--- src/rtl/rx_lane_unstriping_pkg.sv ---
// Shared symbol bytes, control_dk codes and framing states for the receive unstriping path.
// The control_dk encoding is common with the transmitter mux.
package rx_lane_unstriping_pkg;

  localparam logic [7:0] SYM_COM  = 8'hBC;
  localparam logic [7:0] SYM_SKP  = 8'h1C;
  localparam logic [7:0] SYM_STP  = 8'hFB;
  localparam logic [7:0] SYM_SDP  = 8'h5C;
  localparam logic [7:0] SYM_END  = 8'hFD;
  localparam logic [7:0] SYM_EDB  = 8'hFE;
  localparam logic [7:0] SYM_FTS  = 8'h3C;
  localparam logic [7:0] SYM_IDLE = 8'h7C;

  // FIFO word: {k[3:0], lane3, lane2, lane1, lane0}
  localparam int unsigned WORD_W = 36;

  typedef enum logic [3:0] {
    DK_DATA = 4'b0000,
    DK_COM  = 4'b0001,
    DK_SKP  = 4'b0010,
    DK_STP  = 4'b0011,
    DK_SDP  = 4'b0100,
    DK_END  = 4'b0101,
    DK_EDB  = 4'b0110,
    DK_FTS  = 4'b0111,
    DK_IDLE = 4'b1000,
    DK_BADK = 4'b1111
  } dk_code_e;

  typedef enum logic [1:0] {
    S_IDLE = 2'd0,
    S_TLP  = 2'd1,
    S_DLLP = 2'd2
  } frame_state_e;

  function automatic dk_code_e classify(input logic [7:0] sym, input logic is_k);
    dk_code_e code;
    code = DK_DATA;
    if (is_k) begin
      case (sym)
        SYM_COM:  code = DK_COM;
        SYM_SKP:  code = DK_SKP;
        SYM_STP:  code = DK_STP;
        SYM_SDP:  code = DK_SDP;
        SYM_END:  code = DK_END;
        SYM_EDB:  code = DK_EDB;
        SYM_FTS:  code = DK_FTS;
        SYM_IDLE: code = DK_IDLE;
        default:  code = DK_BADK;
      endcase
    end else begin
      code = DK_DATA;
    end
    return code;
  endfunction

endpackage

--- src/rtl/rx_lane_unstriping_if.sv ---
// Bundle of the striped lane input and the serialised byte output of rx_lane_unstriping.
// master = link side driving lanes and consuming bytes; slave = the unstriping block.
interface rx_lane_unstriping_if;

  logic [7:0] rx_lane0;
  logic [7:0] rx_lane1;
  logic [7:0] rx_lane2;
  logic [7:0] rx_lane3;
  logic [3:0] rx_lane_k;
  logic       rx_lane_valid;
  logic       rx_ready;
  logic [7:0] rx_data;
  logic [3:0] rx_control_dk;
  logic       rx_valid;
  logic       pkt_start;
  logic       pkt_end;
  logic       pkt_err;
  logic       fifo_ovf;

  modport master (
    output rx_lane0, rx_lane1, rx_lane2, rx_lane3, rx_lane_k, rx_lane_valid,
    input  rx_ready, rx_data, rx_control_dk, rx_valid, pkt_start, pkt_end, pkt_err, fifo_ovf
  );

  modport slave (
    input  rx_lane0, rx_lane1, rx_lane2, rx_lane3, rx_lane_k, rx_lane_valid,
    output rx_ready, rx_data, rx_control_dk, rx_valid, pkt_start, pkt_end, pkt_err, fifo_ovf
  );

endinterface

--- src/rtl/rx_lane_unstriping_fifo.sv ---
// rx_word_fifo: small synchronous word FIFO holding striped words plus their K flags.
// Writes while full and reads while empty are ignored; no write-through when full.
module rx_word_fifo #(
  parameter int unsigned WIDTH = 36,
  parameter int unsigned DEPTH = 4
) (
  input  logic             clk,
  input  logic             rst,
  input  logic             wr_en_i,
  input  logic [WIDTH-1:0] wr_data_i,
  input  logic             rd_en_i,
  output logic [WIDTH-1:0] rd_data_o,
  output logic             full_o,
  output logic             empty_o
);

  localparam int unsigned       PTR_W    = $clog2(DEPTH);
  localparam logic [PTR_W:0]    FULL_CNT = (PTR_W + 1)'(DEPTH);

  logic [WIDTH-1:0] mem_q [DEPTH];
  logic [PTR_W-1:0] wr_ptr_q;
  logic [PTR_W-1:0] rd_ptr_q;
  logic [PTR_W:0]   count_q;
  logic             wr_fire_s;
  logic             rd_fire_s;

  assign full_o    = (count_q == FULL_CNT);
  assign empty_o   = (count_q == '0);
  assign wr_fire_s = wr_en_i & ~full_o;
  assign rd_fire_s = rd_en_i & ~empty_o;
  assign rd_data_o = mem_q[rd_ptr_q];

  // Storage array, written only on an accepted word
  always_ff @(posedge clk) begin
    if (wr_fire_s) begin
      mem_q[wr_ptr_q] <= wr_data_i;
    end
  end

  // Pointers wrap naturally because DEPTH is a power of two
  always_ff @(posedge clk or negedge rst) begin
    if (!rst) begin
      wr_ptr_q <= '0;
      rd_ptr_q <= '0;
      count_q  <= '0;
    end else begin
      if (wr_fire_s) begin
        wr_ptr_q <= wr_ptr_q + PTR_W'(1);
      end
      if (rd_fire_s) begin
        rd_ptr_q <= rd_ptr_q + PTR_W'(1);
      end
      case ({wr_fire_s, rd_fire_s})
        2'b10:   count_q <= count_q + (PTR_W + 1)'(1);
        2'b01:   count_q <= count_q - (PTR_W + 1)'(1);
        default: count_q <= count_q;
      endcase
    end
  end

endmodule

--- src/rtl/rx_lane_unstriping.sv ---
// Receive lane unstriping: buffers 4-lane words, re-serialises one byte per cycle,
// classifies each byte, drops SKP and checks STP/SDP..END/EDB framing.
module rx_lane_unstriping
  import rx_lane_unstriping_pkg::*;
#(
  parameter int unsigned FIFO_DEPTH = 4
) (
  input  logic                 clk,
  input  logic                 rst,
  input  logic                 enb,
  rx_lane_unstriping_if.slave  bus
);

  logic [WORD_W-1:0] wr_word_s;
  logic [WORD_W-1:0] head_word_s;
  logic              fifo_full_s;
  logic              fifo_empty_s;
  logic              pop_s;
  logic [7:0]        lane_byte_s;
  logic              lane_k_s;

  logic [1:0]        lane_ptr_q;
  logic [7:0]        byte_q;
  logic              byte_k_q;
  logic              byte_vld_q;

  dk_code_e          code_s;
  frame_state_e      state_q, state_d;
  logic              emit_d, start_d, end_d, err_d;
  logic              rx_valid_q, pkt_start_q, pkt_end_q, pkt_err_q, fifo_ovf_q;
  logic [7:0]        rx_data_q;
  logic [3:0]        rx_dk_q;

  assign wr_word_s = {bus.rx_lane_k, bus.rx_lane3, bus.rx_lane2, bus.rx_lane1, bus.rx_lane0};
  assign pop_s     = enb & ~fifo_empty_s & (lane_ptr_q == 2'd3);

  rx_word_fifo #(
    .WIDTH (WORD_W),
    .DEPTH (FIFO_DEPTH)
  ) u_fifo (
    .clk       (clk),
    .rst       (rst),
    .wr_en_i   (enb & bus.rx_lane_valid),
    .wr_data_i (wr_word_s),
    .rd_en_i   (pop_s),
    .rd_data_o (head_word_s),
    .full_o    (fifo_full_s),
    .empty_o   (fifo_empty_s)
  );

  // Select the head-word byte and K flag addressed by the lane pointer
  always_comb begin
    lane_byte_s = head_word_s[7:0];
    lane_k_s    = head_word_s[32];
    case (lane_ptr_q)
      2'd0:    begin lane_byte_s = head_word_s[7:0];   lane_k_s = head_word_s[32]; end
      2'd1:    begin lane_byte_s = head_word_s[15:8];  lane_k_s = head_word_s[33]; end
      2'd2:    begin lane_byte_s = head_word_s[23:16]; lane_k_s = head_word_s[34]; end
      2'd3:    begin lane_byte_s = head_word_s[31:24]; lane_k_s = head_word_s[35]; end
      default: begin lane_byte_s = head_word_s[7:0];   lane_k_s = head_word_s[32]; end
    endcase
  end

  // Serialiser stage: one byte per enabled cycle; pointer held while FIFO is empty
  always_ff @(posedge clk or negedge rst) begin
    if (!rst) begin
      lane_ptr_q <= 2'd0;
      byte_q     <= 8'h00;
      byte_k_q   <= 1'b0;
      byte_vld_q <= 1'b0;
    end else if (enb) begin
      if (!fifo_empty_s) begin
        byte_q     <= lane_byte_s;
        byte_k_q   <= lane_k_s;
        byte_vld_q <= 1'b1;
        lane_ptr_q <= lane_ptr_q + 2'd1;
      end else begin
        byte_vld_q <= 1'b0;
      end
    end
  end

  assign code_s = classify(byte_q, byte_k_q);

  // Framing next-state and pulse decode; SKP never reaches the framing logic
  always_comb begin
    state_d = state_q;
    emit_d  = 1'b0;
    start_d = 1'b0;
    end_d   = 1'b0;
    err_d   = 1'b0;
    if (enb && byte_vld_q && (code_s != DK_SKP)) begin
      emit_d = 1'b1;
      case (state_q)
        S_IDLE: begin
          case (code_s)
            DK_STP:                  begin state_d = S_TLP;  start_d = 1'b1; end
            DK_SDP:                  begin state_d = S_DLLP; start_d = 1'b1; end
            DK_COM, DK_IDLE, DK_FTS: state_d = S_IDLE;
            default:                 err_d = 1'b1;
          endcase
        end
        S_TLP, S_DLLP: begin
          case (code_s)
            DK_DATA: state_d = state_q;
            DK_END:  begin state_d = S_IDLE; end_d = 1'b1; end
            DK_EDB:  begin state_d = S_IDLE; end_d = 1'b1; err_d = 1'b1; end
            DK_STP:  begin state_d = S_TLP;  start_d = 1'b1; err_d = 1'b1; end
            DK_SDP:  begin state_d = S_DLLP; start_d = 1'b1; err_d = 1'b1; end
            default: begin state_d = S_IDLE; err_d = 1'b1; end
          endcase
        end
        default: state_d = S_IDLE;
      endcase
    end else begin
      emit_d = 1'b0;
    end
  end

  // Registered outputs and framing state
  always_ff @(posedge clk or negedge rst) begin
    if (!rst) begin
      state_q     <= S_IDLE;
      rx_valid_q  <= 1'b0;
      pkt_start_q <= 1'b0;
      pkt_end_q   <= 1'b0;
      pkt_err_q   <= 1'b0;
      rx_data_q   <= 8'h00;
      rx_dk_q     <= 4'b0000;
    end else begin
      state_q     <= state_d;
      rx_valid_q  <= emit_d;
      pkt_start_q <= start_d;
      pkt_end_q   <= end_d;
      pkt_err_q   <= err_d;
      if (emit_d) begin
        rx_data_q <= byte_q;
        rx_dk_q   <= code_s;
      end
    end
  end

  // Overflow flag is sticky until reset
  always_ff @(posedge clk or negedge rst) begin
    if (!rst) begin
      fifo_ovf_q <= 1'b0;
    end else if (enb && bus.rx_lane_valid && fifo_full_s) begin
      fifo_ovf_q <= 1'b1;
    end
  end

  assign bus.rx_ready      = ~fifo_full_s;
  assign bus.rx_data       = rx_data_q;
  assign bus.rx_control_dk = rx_dk_q;
  assign bus.rx_valid      = rx_valid_q;
  assign bus.pkt_start     = pkt_start_q;
  assign bus.pkt_end       = pkt_end_q;
  assign bus.pkt_err       = pkt_err_q;
  assign bus.fifo_ovf      = fifo_ovf_q;

endmodule
--- src/flat_wrapper.sv ---
// flat-port wrapper written by rule: the top's interface ports become plain ports
module rx_lane_unstriping_flat import rx_lane_unstriping_pkg::*;
#(
  parameter int unsigned FIFO_DEPTH = 4
)
  (clk, rst, enb, bus_rx_lane0, bus_rx_lane1, bus_rx_lane2, bus_rx_lane3, bus_rx_lane_k, bus_rx_lane_valid, bus_rx_ready, bus_rx_data, bus_rx_control_dk, bus_rx_valid, bus_pkt_start, bus_pkt_end, bus_pkt_err, bus_fifo_ovf);
  rx_lane_unstriping_if bus_i ();
  input  logic clk;
  input  logic rst;
  input  logic enb;
  input wire logic [$bits(bus_i.rx_lane0)-1:0] bus_rx_lane0;
  input wire logic [$bits(bus_i.rx_lane1)-1:0] bus_rx_lane1;
  input wire logic [$bits(bus_i.rx_lane2)-1:0] bus_rx_lane2;
  input wire logic [$bits(bus_i.rx_lane3)-1:0] bus_rx_lane3;
  input wire logic [$bits(bus_i.rx_lane_k)-1:0] bus_rx_lane_k;
  input wire logic [$bits(bus_i.rx_lane_valid)-1:0] bus_rx_lane_valid;
  output wire logic [$bits(bus_i.rx_ready)-1:0] bus_rx_ready;
  output wire logic [$bits(bus_i.rx_data)-1:0] bus_rx_data;
  output wire logic [$bits(bus_i.rx_control_dk)-1:0] bus_rx_control_dk;
  output wire logic [$bits(bus_i.rx_valid)-1:0] bus_rx_valid;
  output wire logic [$bits(bus_i.pkt_start)-1:0] bus_pkt_start;
  output wire logic [$bits(bus_i.pkt_end)-1:0] bus_pkt_end;
  output wire logic [$bits(bus_i.pkt_err)-1:0] bus_pkt_err;
  output wire logic [$bits(bus_i.fifo_ovf)-1:0] bus_fifo_ovf;
  assign bus_i.rx_lane0 = bus_rx_lane0;
  assign bus_i.rx_lane1 = bus_rx_lane1;
  assign bus_i.rx_lane2 = bus_rx_lane2;
  assign bus_i.rx_lane3 = bus_rx_lane3;
  assign bus_i.rx_lane_k = bus_rx_lane_k;
  assign bus_i.rx_lane_valid = bus_rx_lane_valid;
  assign bus_rx_ready = bus_i.rx_ready;
  assign bus_rx_data = bus_i.rx_data;
  assign bus_rx_control_dk = bus_i.rx_control_dk;
  assign bus_rx_valid = bus_i.rx_valid;
  assign bus_pkt_start = bus_i.pkt_start;
  assign bus_pkt_end = bus_i.pkt_end;
  assign bus_pkt_err = bus_i.pkt_err;
  assign bus_fifo_ovf = bus_i.fifo_ovf;
  rx_lane_unstriping #(.FIFO_DEPTH(FIFO_DEPTH)) u_core (.clk(clk), .rst(rst), .enb(enb), .bus(bus_i));
endmodule
--- config.mk ---
export PLATFORM = sky130hd
export DESIGN_NAME = rx_lane_unstriping_flat
export DESIGN_NICKNAME = d
export VERILOG_FILES = /design/src/rtl/rx_lane_unstriping_pkg.sv /design/src/rtl/rx_lane_unstriping_if.sv /design/src/rtl/rx_lane_unstriping_fifo.sv /design/src/rtl/rx_lane_unstriping.sv /design/src/flat_wrapper.sv
export SDC_FILE = /design/constraint.sdc
export NUM_CORES = 1
export LEC_CHECK = 0
export ABC_CLOCK_PERIOD_IN_PS = 2700
export BUFFER_PORTS_ARGS = -buffer_cell sky130_fd_sc_hd__buf_2
export CAP_MARGIN = 20
export CORE_ASPECT_RATIO = 1.4
export CORE_UTILIZATION = 50
export CTS_CLUSTER_DIAMETER = 60
export DETAILED_ROUTE_END_ITERATION = 8
export PLACE_DENSITY = 0.64
export SETUP_SLACK_MARGIN = 0.05
export SKIP_CTS_REPAIR_TIMING = 1
export SLEW_MARGIN = 20
export SYNTH_ARGS = -nofsm -noshare
export SYNTH_HDL_FRONTEND = slang
export SYNTH_SLANG_ARGS = --single-unit
--- constraint.sdc ---
create_clock -name clk -period 2.7 [get_ports clk]
set_clock_uncertainty 0.2 [all_clocks]
set_input_delay 0.54 -clock clk [delete_from_list [all_inputs] [get_ports clk]]
set_output_delay 0.54 -clock clk [all_outputs]
set_load 0.005 [all_outputs]
Yosys cells after proc, flatten, opt, wreduce, memory -nomap -nowiden
Memories as Yosys holds them, arrays and structs flattened.
Index checks and enable logic that the tools add are counted.
Widths: inputs -> output; s select.
{"block": "word_totals", "out_inout_bits": 18, "regBits": 38, "mem_bits_rw": 144, "memories": 1, "inputBits": 40}
{"name": "u_core.u_fifo.mem_q", "depth": 4, "width": 36, "rd": 1, "rd_clocked_by_memory_dff": 0, "wr": 1, "line": "rx_lane_unstriping_fifo.sv:20", "rtl": "logic [WIDTH-1:0] mem_q [DEPTH];"}
{"block": "op_classes", "muxes": 22, "add_sub_neg": 5, "n_eq_ne": 26, "reduce_logical": 18, "n_bitwise": 7}
{"operator": "$eq 8x8->1 const B", "count": 4}
{"operator": "$pmux 4 s8", "count": 1}
{"operator": "$pmux 8 s4", "count": 1}
{"operator": "$eq 4x3->1 const B", "count": 4}
{"operator": "$eq 8x7->1 const B", "count": 2}
{"operator": "$mux 1", "count": 13}
{"operator": "$pmux 2 s3", "count": 2}
{"operator": "$eq 2x2->1 const B", "count": 4}
{"operator": "$eq 8x5->1 const B", "count": 1}
{"operator": "$eq 8x6->1 const B", "count": 1}
{"operator": "$ne 4x2->1 const B", "count": 2}
{"operator": "$reduce_or 2->1", "count": 4}
{"operator": "$add 2x1->2 const B", "count": 3}
{"operator": "$eq 2x1->1 const B", "count": 3}
{"operator": "$pmux 3 s2", "count": 1}
{"operator": "$reduce_or 3->1", "count": 2}
{"operator": "$and 1x1->1", "count": 5}
{"operator": "$reduce_or 5->1", "count": 1}
{"operator": "$eq 4x1->1 const B", "count": 1}
{"operator": "$eq 4x2->1 const B", "count": 1}
{"operator": "$eq 4x4->1 const B", "count": 1}
{"operator": "$logic_and 1x1->1", "count": 4}
{"operator": "$logic_not 2->1", "count": 2}
{"operator": "$logic_not 4->1", "count": 1}
{"operator": "13 further kinds", "count": 14}

Logic depth before layout (Yosys ltp)
{"block": "logic_depth", "word_depth": 8, "ltp_mapped": 11, "depth_no_buf": 10}

By module
Synthesis repeated with hierarchy kept, for this count alone.
{"block": "hier_totals", "cells_unflattened": 438, "area_unflattened_um2": 7528.5}
{"module": "rx_word_fifo", "n_inst": 1, "seq_area_each_um2": 4499.3, "area_each_um2": 5634.2, "cells_each": 226}
{"module": "rx_lane_unstriping", "n_inst": 1, "seq_area_each_um2": 775.7, "area_each_um2": 1894.3, "cells_each": 212}

Least setup slack after synthesis
Ideal clock, no wire load.
{"block": "synth_timing", "path_type": "input-to-reg", "startpoint": "input port bus_rx_lane_valid", "endpoint": "memory u_core.u_fifo.mem_q[0][0], enable pin", "path_slack_ns": 0.298, "path_stages": 3, "arrival_time_ns": 1.806, "setup_time_ns": 0.397, "path_buffers": 1, "required_time_ns": 2.103, "cell_sequence": "and3_1 > clkbuf_1 > and2_1"}
{"block": "synth_via", "elab_chain_cells": 4}
{"item": "from (decl)", "line": "flat_wrapper.sv:16", "rtl": "input wire logic [$bits(bus_i.rx_lane_valid)-1:0] bus_rx_lane_valid;"}
{"item": "$and 1x1->1", "line": "rx_lane_unstriping.sv:43", "rtl": ".wr_en_i (enb & bus.rx_lane_valid),"}
{"item": "$and 1x1->1", "line": "rx_lane_unstriping_fifo.sv:29", "rtl": "assign wr_fire_s = wr_en_i & ~full_o;"}
{"item": "$mux 1", "line": "rx_lane_unstriping_fifo.sv:35", "rtl": "if (wr_fire_s) begin"}
{"item": "$mux 1 (implied by the code)", "line": "rx_lane_unstriping_fifo.sv:36", "rtl": "mem_q[wr_ptr_q] <= wr_data_i;"}
{"item": "to (decl)", "line": "rx_lane_unstriping_fifo.sv:20"}
Every way passes these cells.

Final worst setup path
{"block": "layout_timing", "startpoint": "register u_core.u_fifo.count_q[1]", "endpoint": "register u_core.u_fifo.count_q[2]"}
{"block": "layout_via", "elab_chain_cells": 7, "elab_cells_between_ends": 14}
{"item": "from (decl)", "line": "rx_lane_unstriping_fifo.sv:23", "rtl": "logic [PTR_W:0] count_q;"}
{"item": "from (signal assigned)", "line": "rx_lane_unstriping_fifo.sv:54", "rtl": "2'b10: count_q <= count_q + (PTR_W + 1)'(1);"}
{"item": "from (signal assigned)", "line": "rx_lane_unstriping_fifo.sv:55", "rtl": "2'b01: count_q <= count_q - (PTR_W + 1)'(1);"}
{"item": "from (signal assigned)", "line": "rx_lane_unstriping_fifo.sv:56", "rtl": "default: count_q <= count_q;"}
{"item": "$logic_not 3->1", "line": "rx_lane_unstriping_fifo.sv:28", "rtl": "assign empty_o = (count_q == '0);"}
{"item": "$not 1->1 (no source line)"}
{"item": "$and 1x1->1 (2 in series)", "line": "rx_lane_unstriping.sv:35", "rtl": "assign pop_s = enb & ~fifo_empty_s & (lane_ptr_q == 2'd3);"}
{"item": "$and 1x1->1", "line": "rx_lane_unstriping_fifo.sv:30", "rtl": "assign rd_fire_s = rd_en_i & ~empty_o;"}
{"item": "$eq 2x1->1 / $eq 2x2->1 (equally long branches)", "line": "rx_lane_unstriping_fifo.sv:53", "rtl": "case ({wr_fire_s, rd_fire_s})"}
{"item": "$pmux 3 s2 / $reduce_bool 2->1 (equally long branches)"}
Parallel ways exist; a longest one is shown, timed or not.
A chain may end at the register's enable or synchronous reset.

==> flow_summary.yaml <==
finish:
  post_layout_nonfiller_instances: 706
  nets: 555
  fill_cells: 1108
  multiInputGateArea_um2: 1990
  seqCellArea_um2: 5280
  layout-drive-gt1-share: 0.302
  mostFrequentLayoutCell: "edfxtp_1"
  syn_to_final_growth_pct: 16.5
  layout_common_cells: "144 x edfxtp_1, 57 x buf_2, 42 x nand2_1"
global_routing:
  antenna_found_initial: 0
  grt_overflow: 0
  grt_usage: 0.197
  grt_pass1_wl_um: 22300
  grt_max_degree: 38
  grt_pass1_vias: 4293
setup_path:
  rrSetupSlack_ns: 0.37
  reg2reg_from: "u_core.u_fifo.count_q[1]"
  cp.required_ns: 2.85
  cp-end-kind: "flip-flop"
  crit_slowest_cell: "dfrtp_1"
  path_cells: "nor2_1 -> nand2_1 -> and3_1 -> inv_1 -> ha_1 -> inv_1 -> fa_1 -> xor2_1 -> nor2_1 -> xor2_1"
  slowest_delay_ns: 0.42
  crit_type: "flip-flop to flip-flop"
  crit_fanout: 8
  startpoint_type: "flip-flop"
  r2r_end: "u_core.u_fifo.count_q[2]"
  r2r_cells: 10
  critPathArrivalTime_ns: 2.49
pwr:
  pwr-share-comb: 0.293
  totalPowerFinal_w: 0.00888
  pwr-share-seq: 0.424
  p_leak_nw: 3.15
  switching_share: 0.310
  internal-power_w: 0.00613
  irDropWorstVdd_mv: 0.560
  p_per_area_nw_per_um2: 1030
  p_clk_frac: 0.283
  netSwitchingPower_w: 0.00275
clocking:
  cts-root-buf: "clkbuf_16"
  cts_tree: "yes"
  cts.clk_slew.worst_paths_ns: 0.07
  numCtsBuffers: 17
  clock_latency_ns: 0.42
  clock-sinks: 182
  cts_max_path_buffers: 2
  cts_htree_levels: 4
run:
  drv_cap: 0
route:
  wl_met3_um: 467
  drc: 0
  ant_nets: 0
  first_pass_iters: 5
  wire_per_inst_um: 19.5
  top_layer: "met4"
  drt-met1-wl_um: 5700
  num_vias: 3965
  drt_iter0_drc: 264
  wl_um: 13800
  met2WireLength_um: 7450
  viasPerCell: 5.62
floorplanning:
  core_um2: 14500
  die_area_um2: 15400
  start_util: 0.512
  die_w_um: 105
  num_rows: 52
  ios: 58
  die_y_um: 146
sta:
  rsz0062_at_grt: "no"
  max_freq_mhz: 428
  setup_viol: 0
  fin_ws_ns: 0.365
  period_needed_ns: 2.33
  min_period_over_period: 0.865
  final-hold-violation-count: 0
  timing.final.max_slew_violations: 0
  relSlewSlack: 0.554
  tightest_slew_ns: 0.668
  tns_ns: 0
synthesis:
  syn_inst: 434
  synth_ff_type: "edfxtp_1"
  syn_avg_cell_area_um2: 17.1
  synth-async-reset-ratio: 0.209
  syn_area_um2: 7430
  synth_cell_types: 55
  ys_seq_elements: 182
  synth-seq-area-share: 0.710
  yosys_warnings: 0
  syn_nets: 486
  synth_edf_count: 144
hold_path:
  min_path_type: "input port to flip-flop"
  hold_path_depth: 1
  min_to: "u_core.u_fifo.mem_q[3][10]"
  hp-start: "bus_rx_lane1[2]"
outcome:
  status: "finished, final reports clean"
place:
  portBuffers: 57
  dpl.hpwl_um: 8600
  gp_congestion: 0.839
  dp.cells: 672
  pre_cts_slack_ns: 0.352
## worst max-delay path: cells and delay by family (launching register included)
kind,cells,cell delay (ns)
and+or+nand+nor,4,0.64
adders and majority gates,2,0.55
DFF,1,0.42
xor gates and xnor gates,2,0.29
buffers and inverters,2,0.15
## synthesized netlist by cell type, types with 2 or more instances
cell type	n	area, um^2
xnor2_1	6	52.6
nand4_1	2	12.5
dfrtp_1	38	951
inv_1	13	48.8
mux4_2	36	811
a211oi_1	2	15.0
buf_4	4	30.0
xor2_1	3	26.3
and2_1	4	25.0
nand2_1	42	158
clkbuf_1	11	41.3
mux2_2	2	22.5
a21oi_1	12	60.1
nand2b_1	2	12.5
ha_1	11	138
nor2_1	19	71.3
or3_1	3	18.8
o21ai_0	15	75.1
or4_4	2	22.5
a222oi_1	9	90.1
buf_2	7	35.0
a21o_1	2	15.0
nand3_1	5	25.0
edfxtp_1	144	4320
nor3_1	4	20.0
o31ai_1	4	30.0
nor2b_1	3	18.8
and4_1	2	17.5
## registers in the layout (all words and copies together) (netlist names)
register                  flops
u_core.byte_q                 8
u_core.bus.pkt_err            1
u_core.u_fifo.wr_ptr_q        2
u_core.bus.fifo_ovf           1
u_core.bus.pkt_end            1
u_core.u_fifo.count_q         3
u_core.state_q                2
u_core.bus.rx_data            8
u_core.byte_k_q               1
u_core.bus.rx_valid           1
u_core.lane_ptr_q             2
u_core.byte_vld_q             1
u_core.u_fifo.mem_q         144
u_core.bus.rx_control_dk      4
u_core.bus.pkt_start          1
u_core.u_fifo.rd_ptr_q        2
## per-stage QoR
stage | hold slack, ns | instance area, um^2 | util
finish | 0.126 | 8660 | 0.597
global route | 0.105 | 8660 | 0.597
CTS | -0.137 | 8650 | 0.596
detailed placement | 0.259 | 8030 | 0.554
global placement | 0.255 | 8030 | 0.554
floorplan | 0.0444 | 7430 | -
## worst max-delay path by stage
stage | start | endpoint | slack [ns] | depth (start not counted)
global placement | enb | u_core.u_fifo.count_q[2] | 0.42 | 9
finish | u_core.u_fifo.count_q[1] | u_core.u_fifo.count_q[2] | 0.37 | 10
floorplan | bus_rx_lane_valid | u_core.u_fifo.mem_q[0][0] | 0.30 | 3
global route | u_core.u_fifo.count_q[0] | u_core.u_fifo.count_q[2] | 0.18 | 10
detailed placement | enb | u_core.u_fifo.count_q[2] | 0.35 | 9
CTS | u_core.u_fifo.count_q[1] | u_core.u_fifo.count_q[2] | 0.37 | 10
## layer usage
metal,vias to the layer above,track usage
met3,11,0.0455
met4,0,0.0930
met5,-,0
met1,2015,0.230
li1,1830,-
met2,109,0.345
## power groups by stage
stage / Combinational, W / Clock, W / Sequential [W]
2_1_floorplan: 0.00190 / 0 / 0.00374
3_5_place_dp: 0.00263 / 0 / 0.00383
4_1_cts: 0.00265 / 0.00257 / 0.00377
6_report: 0.00260 / 0.00251 / 0.00377
5_1_grt: 0.00288 / 0.00267 / 0.00382
3_3_place_gp: 0.00261 / 0 / 0.00380
## area by class of cell
class,instances,share of cell area
clock inverters,15,0.0218
flip-flops and latches,182,0.609
well taps,189,0.0273
multi-input cells,214,0.230
repair buffers,74,0.0566
diodes,1,0.000289
inverters,14,0.00607
clock buffers,17,0.0491
## kinds of logic after synthesis
logic type      synth area share
flops                      0.710
simple gates              0.0613
compound gates            0.0603
fa+ha+maj                 0.0212
buf+inv                   0.0234
mux                        0.113
xor+xnor                  0.0106
No activity file was read; power rests on OpenSTA's default activity.
